### src/rtl/fixed_display_pkg.sv
// Shared types and constants for the Q12.4 decimal display controller.
package fixed_display_pkg;

  typedef enum logic [1:0] {
    ST_IDLE,
    ST_INT,
    ST_FRAC,
    ST_COMMIT
  } state_e;

  localparam int unsigned INT_ITERS  = 12;
  localparam int unsigned FRAC_ITERS = 14;
  localparam int unsigned FRAC_SCALE = 625;

  localparam int unsigned IN_W   = 16;
  localparam int unsigned INT_W  = 12;
  localparam int unsigned FRAC_W = 14;
  localparam int unsigned BCD_W  = 16;
  localparam int unsigned ITER_W = 4;
  localparam int unsigned SEG_W  = 7;

  localparam logic [SEG_W-1:0] SEG_BLANK = 7'b1111111;
  localparam logic [SEG_W-1:0] SEG_MINUS = 7'b0111111;
  localparam logic [SEG_W-1:0] SEG_ZERO  = 7'b1000000;

  // Active-low {g,f,e,d,c,b,a} patterns for the sign and the eight digits.
  typedef struct packed {
    logic [SEG_W-1:0] sign;
    logic [SEG_W-1:0] thousand;
    logic [SEG_W-1:0] hundred;
    logic [SEG_W-1:0] ten;
    logic [SEG_W-1:0] one;
    logic [SEG_W-1:0] tenth;
    logic [SEG_W-1:0] centi;
    logic [SEG_W-1:0] milli;
    logic [SEG_W-1:0] tenth_milli;
  } seg_disp_t;

endpackage

### src/rtl/seven_segment.sv
// BCD digit to active-low seven-segment pattern {g,f,e,d,c,b,a}; non-BCD codes blank.
module seven_segment
  import fixed_display_pkg::*;
(
  input  logic [3:0]       digit,
  output logic [SEG_W-1:0] seg_c
);

  always_comb begin
    seg_c = SEG_BLANK;
    case (digit)
      4'd0: seg_c = 7'b1000000;
      4'd1: seg_c = 7'b1111001;
      4'd2: seg_c = 7'b0100100;
      4'd3: seg_c = 7'b0110000;
      4'd4: seg_c = 7'b0011001;
      4'd5: seg_c = 7'b0010010;
      4'd6: seg_c = 7'b0000010;
      4'd7: seg_c = 7'b1111000;
      4'd8: seg_c = 7'b0000000;
      4'd9: seg_c = 7'b0010000;
      default: seg_c = SEG_BLANK;
    endcase
  end

endmodule

### src/rtl/fixed_decimal_display_ctrl.sv
// Sequential Q12.4 to 8-digit BCD converter (double-dabble) with atomically committed 7-seg outputs.
// Optional LEADING_ZERO_BLANK_EN blanks leading zeros in the thousand/hundred/ten digits.
module fixed_decimal_display_ctrl
  import fixed_display_pkg::*;
(
  input  logic             clk,
  input  logic             rst_n,
  input  logic [IN_W-1:0]  in_val,
  input  logic             in_valid,
  output logic             in_ready,
  output logic             done,
  output logic [SEG_W-1:0] seg7_neg_sign,
  output logic [SEG_W-1:0] seg7_thousand,
  output logic [SEG_W-1:0] seg7_hundred,
  output logic [SEG_W-1:0] seg7_ten,
  output logic [SEG_W-1:0] seg7_one,
  output logic [SEG_W-1:0] seg7_tenth,
  output logic [SEG_W-1:0] seg7_centi,
  output logic [SEG_W-1:0] seg7_milli,
  output logic [SEG_W-1:0] seg7_tenth_milli
);

`ifdef LEADING_ZERO_BLANK_EN
  localparam logic [SEG_W-1:0] LEAD_RST = SEG_BLANK;
`else
  localparam logic [SEG_W-1:0] LEAD_RST = SEG_ZERO;
`endif

  localparam seg_disp_t SEG_RST = '{
    sign: SEG_BLANK, thousand: LEAD_RST, hundred: LEAD_RST, ten: LEAD_RST,
    one: SEG_ZERO, tenth: SEG_ZERO, centi: SEG_ZERO, milli: SEG_ZERO,
    tenth_milli: SEG_ZERO
  };

  // Add-3 correction on every BCD nibble >= 5, done before each shift.
  function automatic logic [BCD_W-1:0] add3(input logic [BCD_W-1:0] bcd);
    logic [BCD_W-1:0] r;
    r = bcd;
    for (int i = 0; i < 4; i++) begin
      if (r[i*4 +: 4] >= 4'd5) r[i*4 +: 4] = r[i*4 +: 4] + 4'd3;
    end
    return r;
  endfunction

  state_e              state_q, state_d;
  logic [ITER_W-1:0]   iter_q, iter_d;
  logic [INT_W-1:0]    int_sr_q, int_sr_d;
  logic [FRAC_W-1:0]   frac_sr_q, frac_sr_d;
  logic [BCD_W-1:0]    acc_q, acc_d;
  logic [BCD_W-1:0]    int_bcd_q, int_bcd_d;
  logic [BCD_W-1:0]    frac_bcd_q, frac_bcd_d;
  logic                sign_q, sign_d;
  logic                in_ready_q, in_ready_d;
  logic                done_q, done_d;
  seg_disp_t           seg_q, seg_d;

  logic [IN_W-1:0]     mag;
  logic [BCD_W-1:0]    acc_adj;
  logic [BCD_W-1:0]    acc_shift;
  logic [7:0][3:0]     digits;
  logic [7:0][SEG_W-1:0] dec_seg;

  assign digits = {int_bcd_q, frac_bcd_q};

  for (genvar g = 0; g < 8; g++) begin : g_dec
    seven_segment u_seg (
      .digit (digits[g]),
      .seg_c (dec_seg[g])
    );
  end

  always_comb begin
    state_d    = state_q;
    iter_d     = iter_q;
    int_sr_d   = int_sr_q;
    frac_sr_d  = frac_sr_q;
    acc_d      = acc_q;
    int_bcd_d  = int_bcd_q;
    frac_bcd_d = frac_bcd_q;
    sign_d     = sign_q;
    seg_d      = seg_q;
    done_d     = 1'b0;

    mag       = in_val[15] ? (16'h8000 - {1'b0, in_val[14:0]}) : in_val;
    acc_adj   = add3(acc_q);
    acc_shift = {acc_adj[BCD_W-2:0],
                 (state_q == ST_INT) ? int_sr_q[INT_W-1] : frac_sr_q[FRAC_W-1]};

    case (state_q)
      ST_IDLE: begin
        if (in_valid) begin
          sign_d    = in_val[15];
          int_sr_d  = mag[15:4];
          frac_sr_d = FRAC_W'(mag[3:0]) * FRAC_W'(FRAC_SCALE);
          acc_d     = '0;
          iter_d    = '0;
          state_d   = ST_INT;
        end
      end
      ST_INT: begin
        acc_d    = acc_shift;
        int_sr_d = {int_sr_q[INT_W-2:0], 1'b0};
        iter_d   = iter_q + ITER_W'(1);
        if (iter_q == ITER_W'(INT_ITERS - 1)) begin
          int_bcd_d = acc_shift;
          acc_d     = '0;
          iter_d    = '0;
          state_d   = ST_FRAC;
        end
      end
      ST_FRAC: begin
        acc_d     = acc_shift;
        frac_sr_d = {frac_sr_q[FRAC_W-2:0], 1'b0};
        iter_d    = iter_q + ITER_W'(1);
        if (iter_q == ITER_W'(FRAC_ITERS - 1)) begin
          frac_bcd_d = acc_shift;
          acc_d      = '0;
          iter_d     = '0;
          state_d    = ST_COMMIT;
        end
      end
      ST_COMMIT: begin
        seg_d.sign        = sign_q ? SEG_MINUS : SEG_BLANK;
        seg_d.thousand    = dec_seg[7];
        seg_d.hundred     = dec_seg[6];
        seg_d.ten         = dec_seg[5];
        seg_d.one         = dec_seg[4];
        seg_d.tenth       = dec_seg[3];
        seg_d.centi       = dec_seg[2];
        seg_d.milli       = dec_seg[1];
        seg_d.tenth_milli = dec_seg[0];
`ifdef LEADING_ZERO_BLANK_EN
        if (int_bcd_q[15:12] == 4'd0) seg_d.thousand = SEG_BLANK;
        if (int_bcd_q[15:8] == 8'd0)  seg_d.hundred  = SEG_BLANK;
        if (int_bcd_q[15:4] == 12'd0) seg_d.ten      = SEG_BLANK;
`endif
        done_d  = 1'b1;
        state_d = ST_IDLE;
      end
      default: state_d = ST_IDLE;
    endcase

    in_ready_d = (state_d == ST_IDLE);
  end

  always_ff @(posedge clk or negedge rst_n) begin
    if (!rst_n) begin
      state_q    <= ST_IDLE;
      iter_q     <= '0;
      int_sr_q   <= '0;
      frac_sr_q  <= '0;
      acc_q      <= '0;
      int_bcd_q  <= '0;
      frac_bcd_q <= '0;
      sign_q     <= 1'b0;
      in_ready_q <= 1'b1;
      done_q     <= 1'b0;
      seg_q      <= SEG_RST;
    end else begin
      state_q    <= state_d;
      iter_q     <= iter_d;
      int_sr_q   <= int_sr_d;
      frac_sr_q  <= frac_sr_d;
      acc_q      <= acc_d;
      int_bcd_q  <= int_bcd_d;
      frac_bcd_q <= frac_bcd_d;
      sign_q     <= sign_d;
      in_ready_q <= in_ready_d;
      done_q     <= done_d;
      seg_q      <= seg_d;
    end
  end

  assign in_ready         = in_ready_q;
  assign done             = done_q;
  assign seg7_neg_sign    = seg_q.sign;
  assign seg7_thousand    = seg_q.thousand;
  assign seg7_hundred     = seg_q.hundred;
  assign seg7_ten         = seg_q.ten;
  assign seg7_one         = seg_q.one;
  assign seg7_tenth       = seg_q.tenth;
  assign seg7_centi       = seg_q.centi;
  assign seg7_milli       = seg_q.milli;
  assign seg7_tenth_milli = seg_q.tenth_milli;

endmodule

### config.mk
export PLATFORM = sky130hd
export DESIGN_NAME = fixed_decimal_display_ctrl
export DESIGN_NICKNAME = d
export VERILOG_FILES = /design/src/rtl/fixed_display_pkg.sv /design/src/rtl/seven_segment.sv /design/src/rtl/fixed_decimal_display_ctrl.sv
export SDC_FILE = /design/constraint.sdc
export NUM_CORES = 1
export LEC_CHECK = 0
export BUFFER_PORTS_ARGS = -buffer_cell sky130_fd_sc_hd__buf_4
export CORE_UTILIZATION = 60
export CTS_CLUSTER_SIZE = 16
export DETAILED_ROUTE_END_ITERATION = 8
export PLACE_DENSITY = 0.81
export SETUP_SLACK_MARGIN = 0.4
export SLEW_MARGIN = 20
export SYNTH_ARGS = -nofsm -noshare
export SYNTH_HDL_FRONTEND = slang
export SYNTH_HIERARCHICAL = 1
export SYNTH_SLANG_ARGS = --single-unit
### constraint.sdc
create_clock -name clk -period 3.6 [get_ports clk]
set_input_delay 0.18 -clock clk [delete_from_list [all_inputs] [get_ports clk]]
set_output_delay 0.18 -clock clk [all_outputs]
set_load 0.1 [all_outputs]
# ---- Word-level counts from Yosys, hierarchy flattened
# Memories as Yosys holds them, arrays and structs flattened. A register that Yosys moved wholly into a read port is not among the register bits.
# Cells that the tools add are included.
dict set report op_classes {
  order_cmp 4
  add_sub_neg 6
  mux 24
  n_reduce_logical 19
  eq_ne 6
  multipliers 1
}
# op n
set op_table {}
lappend op_table {{$mux 16} 4}
lappend op_table {{$pmux 16 s3} 1}
lappend op_table {{$pmux 14 s2} 1}
lappend op_table {{$mux 4} 6}
lappend op_table {{$pmux 12 s2} 1}
lappend op_table {{$ge 4x3->1 const B} 4}
lappend op_table {{$sub 16x15->16 const A} 1}
lappend op_table {{$mul 4x10->14 const B} 1}
lappend op_table {{$mux 14} 1}
lappend op_table {{$add 4x2->4 const B} 3}
lappend op_table {{$mux 12} 1}
lappend op_table {{$pmux 4 s3} 1}
lappend op_table {{$reduce_and 2->1} 6}
lappend op_table {{$eq 4x4->1 const B} 2}
lappend op_table {{$logic_not 1->1} 8}
lappend op_table {{$pmux 2 s4} 1}
lappend op_table {{$mux 7} 1}
lappend op_table {{$mux 2} 3}
lappend op_table {{$add 4x1->4 const B} 1}
lappend op_table {{$eq 2x2->1 const B} 2}
lappend op_table {{$logic_not 2->1} 2}
lappend op_table {{$reduce_bool 2->1} 2}
lappend op_table {{$add 3x2->3 const B} 1}
lappend op_table {{$mux 3} 1}
lappend op_table {{4 further kinds} 5}
dict set report totals {
  memories 8
  register_bits 90
  rom_bits 896
  out_inout_bits 65
  input_bits 19
  word_cells 79
}
# memory depth width rd rd_ports_with_merged_regs write_ports line
set memory_table {}
lappend memory_table {{(name not given)} 16 7 1 1 0 seven_segment.sv:11} ;# case (digit)
lappend memory_table {{(name not given)} 16 7 1 1 0 seven_segment.sv:11}
lappend memory_table {{(name not given)} 16 7 1 1 0 seven_segment.sv:11}
lappend memory_table {{(name not given)} 16 7 1 1 0 seven_segment.sv:11}
lappend memory_table {{(name not given)} 16 7 1 1 0 seven_segment.sv:11}
lappend memory_table {{(name not given)} 16 7 1 1 0 seven_segment.sv:11}
lappend memory_table {{+2 memories} - - - - - -}

# ---- Longest topological paths before layout
dict set report depth {
  ltp_word 5
  ltp_mapped 15
  ltp_nobuf 15
}

# ---- By module
# The synthesis kept the hierarchy.
# module instances cells_per_inst seq_area_each_um2 area_per_inst_um2
set modules_own_cells {}
lappend modules_own_cells {fixed_decimal_display_ctrl 1 600 3515.9 6726.5}
lappend modules_own_cells {{seven_segment (g_dec[0].u_seg ...)} 6 33 0.0 210.2}
lappend modules_own_cells {{seven_segment (g_dec[1].u_seg ...)} 2 31 0.0 200.2}

# ---- Worst setup path after synthesis
# No wires, ideal clock.
dict set report synth_path {
  path_kind {input to register}
  start {in in_val[0]}
  end {reg frac_sr_q[11]}
  setup_ps 124
  arrival_ps 3014
  n_path_buf 0
  setup_slack_ps 462
  cell_stages 15
  t_required_ps 3476
  path_cell_list {inv_1 -> ha_1 -> nand2b_1 -> xor2_1 -> inv_1 -> xnor2_1 -> ha_1 -> or2_2 -> ha_1 -> ha_1 -> o21ai_0 -> o21bai_1 -> a21oi_1 -> mux2i_1 -> a211o_1}
}
dict set report synth_via {
  elab_chain_cells 5
}
# item line
set synth_rtl {}
lappend synth_rtl {{from (decl)} fixed_decimal_display_ctrl.sv:8} ;# input logic [IN_W-1:0] in_val,
lappend synth_rtl {{$sub 16x15->16} fixed_decimal_display_ctrl.sv:84} ;# mag = in_val[15] ? (16'h8000 - {1'b0, in_val[14:0]}) : in_val;
lappend synth_rtl {{$mux 16 *} fixed_decimal_display_ctrl.sv:84}
lappend synth_rtl {{$mul 4x10->14 *} fixed_decimal_display_ctrl.sv:94} ;# frac_sr_d = FRAC_W'(mag[3:0]) * FRAC_W'(FRAC_SCALE);
lappend synth_rtl {{$mux 14 *} fixed_decimal_display_ctrl.sv:91} ;# if (in_valid) begin
lappend synth_rtl {{$pmux 14 s2 *} fixed_decimal_display_ctrl.sv:89} ;# case (state_q)
lappend synth_rtl {{to (signal assigned)} fixed_decimal_display_ctrl.sv:163} ;# frac_sr_q <= frac_sr_d;
lappend synth_rtl {{to (decl)} fixed_decimal_display_ctrl.sv:48} ;# logic [FRAC_W-1:0] frac_sr_q, frac_sr_d;
# Mark *: on every way between the ends. The rest lies on a longest branch, timed or not. The select of a mux whose other input is x is not followed.
# A chain may end at the register's enable or synchronous reset.

# ---- Final worst setup path
dict set report layout_path {
  start {in in_val[0]}
  end {reg frac_sr_q[12]}
}
# Same word-level chain as after synthesis.

==> flow_summary.ini <==
[outcome]
status = finished clean

[critical_path]
slowest_stage = fa_1
crit_required_ps = 3910
cp.depth = 16
path_max_fanout = 8
critPathMostFrequentCell = ha_1
start_kind = input port
max_stage_delay_ps = 430
setup.worst_path.start = in_val[0]
end_kind = flop
worstSetupPathType = input port to flop
critical_path_buf_inv_count = 4
crit_family = adder cells
cp_cell_sequence = buf_4 > inv_1 > ha_1 > nand2b_1 > xor2_2 > inv_1 > buf_4 > ha_1 > ha_1 > ha_1 > fa_1 > a211oi_1 > o21bai_1 > nand2_1 > nand3_1 > and3_1
reg2reg_depth = 7
worst_ep_arrival_time_ps = 3250
rr_startpoint = state_q[1]

[yosys]
async_reset_ff_share_pct = 100
yosys_warnings = 6
ys.flop_type = dfrtp_1
yosys.area.top_type = dfrtp_1
synth_edf_count = 0
synth_top_area_share_pct = 38.8
synth_cell_types = 57
yosys-top-cells-area = dfrtp_1 39%, ha_1 10%, mux2_2 8.3%
seq_area_frac_synth_pct = 41.9
syn_area_per_cell_um2 = 9.75
synth.cell_area_um2 = 8390
ys_ff_latch = 140
synth_cells = 860

[timing]
finalSetupViolCount = 0
hold_viol_final = 0
period_share_pct = 81.7
rsz0062_at_grt = false
slew_headroom_pct = 35.2
drv_slew = 0
worst_pin_slew_ps = 945
clock_skew_ps = 6.37
post-route-min-period_ps = 2940
fmax_ghz = 0.340
fin_ws_ps = 657
hold_slack_ps = 104
final.setup.tns_ps = 0

[min_path]
worstHoldStart = in_val[6]
min_path_cells = 3
hp-class = input port to flop

[detailed_routing]
drtIter0Drc = 457
vias_per_cell = 5.62
drt_first_pass_iters = 6
ant_nets = 0
vias = 6265
wirelength_um = 16600
wl_per_cell_um = 14.9
post-route-drc-count = 0

[power]
p_int_mw = 3.23
ir_drop_uv = 372
power_mw = 4.65
cellLeakagePower_nw = 4.49
pwr-share-comb_pct = 22.2
switching_share_pct = 30.7
powerDensity_nw_per_um2 = 486
p_switching_mw = 1.43
seqPwrFrac_pct = 40.4
clkPwrFrac_pct = 37.4

[floorplanning]
initial_core_util_pct = 62.4
io_pins = 84
coreArea_um2 = 13500
rows = 42
dieArea_um2 = 14500
die_w_um = 120
die_h_um = 120

[grt]
grt_max_degree = 97
grt_pass1_wl_um = 28600
antenna_found_initial = 0
grt_usage_pct = 24.8
grt_pass1_vias = 6001
globalRouteOverflowTotal = 0

[cts]
path_clk_slew_ps = 60
clock_path_buffers = 2
clkLatencyLatePin_ps = 420
post-cts-setup-buffers = 0
cts_root_buf = clkbuf_16
cts_buffers = 17
clkSinkCount = 140
cts_tree = yes
htreeDepth = 4

[final_layout]
final_common_cell = dfrtp_1
multi_input_area_um2 = 4420
diodes = 0
fillCellCount = 1054
area_delta_synth_final_pct = 14.3
nets = 1013
drive_above_1_share_pct = 22.2
final_cell_mix = 130 x dfrtp_1, 103 x o21ai_0, 87 x nand2_1
regArea_um2 = 3520

[job]
maxCapViolCount = 0

[placed_design]
port_buffers = 77
pre_cts_ws_ps = 173
gp_congestion = 0.865
hpwl_um = 11100
worst paths after layout:
check | slack, ps | end
worst max-delay path | 660 | frac_sr_q[12]
max in group asynchronous | 2290 | seg7_centi[6]
worst max register to register | 960 | frac_sr_q[11]
worst min register to register | 470 | seg7_neg_sign[6]
min in group asynchronous | 420 | seg7_hundred[3]
worst min-delay path | 100 | int_sr_q[2]
registers in the layout, indices dropped and copies added (netlist names):
name,flops
sign_q,1
seg7_milli,7
state_q,2
iter_q,4
int_bcd_q,16
in_ready,1
seg7_one,7
done,1
seg7_ten,7
seg7_thousand,7
int_sr_q,12
seg7_tenth,7
frac_sr_q,14
seg7_centi,7
frac_bcd_q,16
seg7_tenth_milli,7
seg7_hundred,7
acc_q,16
seg7_neg_sign,1
final cells by class:
class | instances | area share (%)
clock inverters | 10 | 1.16
repair buffers | 87 | 6.88
clock buffers | 22 | 5.05
inverters | 46 | 1.80
flip-flops and latches | 140 | 36.7
well taps | 176 | 2.30
multi-input cells | 633 | 46.1
metal layers:
layer / up-vias / GRT usage (%) / wire [um]
li1: 3089 / - / -
met1: 3005 / 32.1 / 7480
met2: 148 / 41.7 / 8200
met3: 23 / 5.09 / 654
met4: 0 / 7.79 / 246
met5: - / 0 / 0
cell usage after synthesis, drive strengths merged (4+ instances only):
cell	n
nand3	4
a211oi	4
or2b	6
or2	10
mux2i	11
nand2	87
nand4	4
nor3b	6
nand2b	37
o21ai	106
buf	31
dfrtp	130
ha	68
a31oi	8
a32o	4
mux2	62
o31ai	21
xnor2	14
nor3	7
nor2b	6
a21oi	56
and3	6
dfstp	10
nor2	61
inv	46
xor2	6
clkbuf	15
per-stage QoR:
step	cell area, um2	utilization (%)	instances
global route	9590	71.3	1114
floorplan	8410	-	865
global placement	8970	66.7	1081
finish	9590	71.3	1114
CTS	9580	71.2	1114
detailed placement	8970	66.7	1081
power by group through the flow:
| stage | combinational (mW) | clock [mW] | sequential (mW) |
|---|---|---|---|
| final | 1.03 | 1.74 | 1.88 |
| after global routing | 1.16 | 1.84 | 1.90 |
| after CTS | 1.04 | 1.77 | 1.88 |
| after detailed placement | 1.02 | 0 | 1.90 |
| after global placement | 0.992 | 0 | 1.89 |
| after floorplan | 0.772 | 0 | 1.92 |
kinds of logic after synthesis:
kind of cell    Yosys count  synth area share (%)
fa+ha+maj                69                  10.4
mux                      73                  9.64
xor+xnor                 20                  2.09
buf+inv                  92                  5.71
other cells               1                0.0447
flops                   140                  41.9
compound gates          222                  15.8
simple gates            243                  14.4
repair_timing:
action,CTS,global route
hold buffers,1,0
gates resized for setup,0,1
endpoints found under the setup margin,0,2
endpoints found under the hold margin,88,0
worst reg2reg max path, delay by kind of cell (launching register included):
kind | cells | cell delay (ps)
AO/OA/AOI/OAI | 1 | 260
adder cells (fa/ha/maj) | 1 | 430
buffers and inverters | 1 | 120
flip-flops | 1 | 420
multiplexers | 2 | 930
AND/OR/NAND/NOR | 2 | 370
Power figures use the tool's default switching activity.
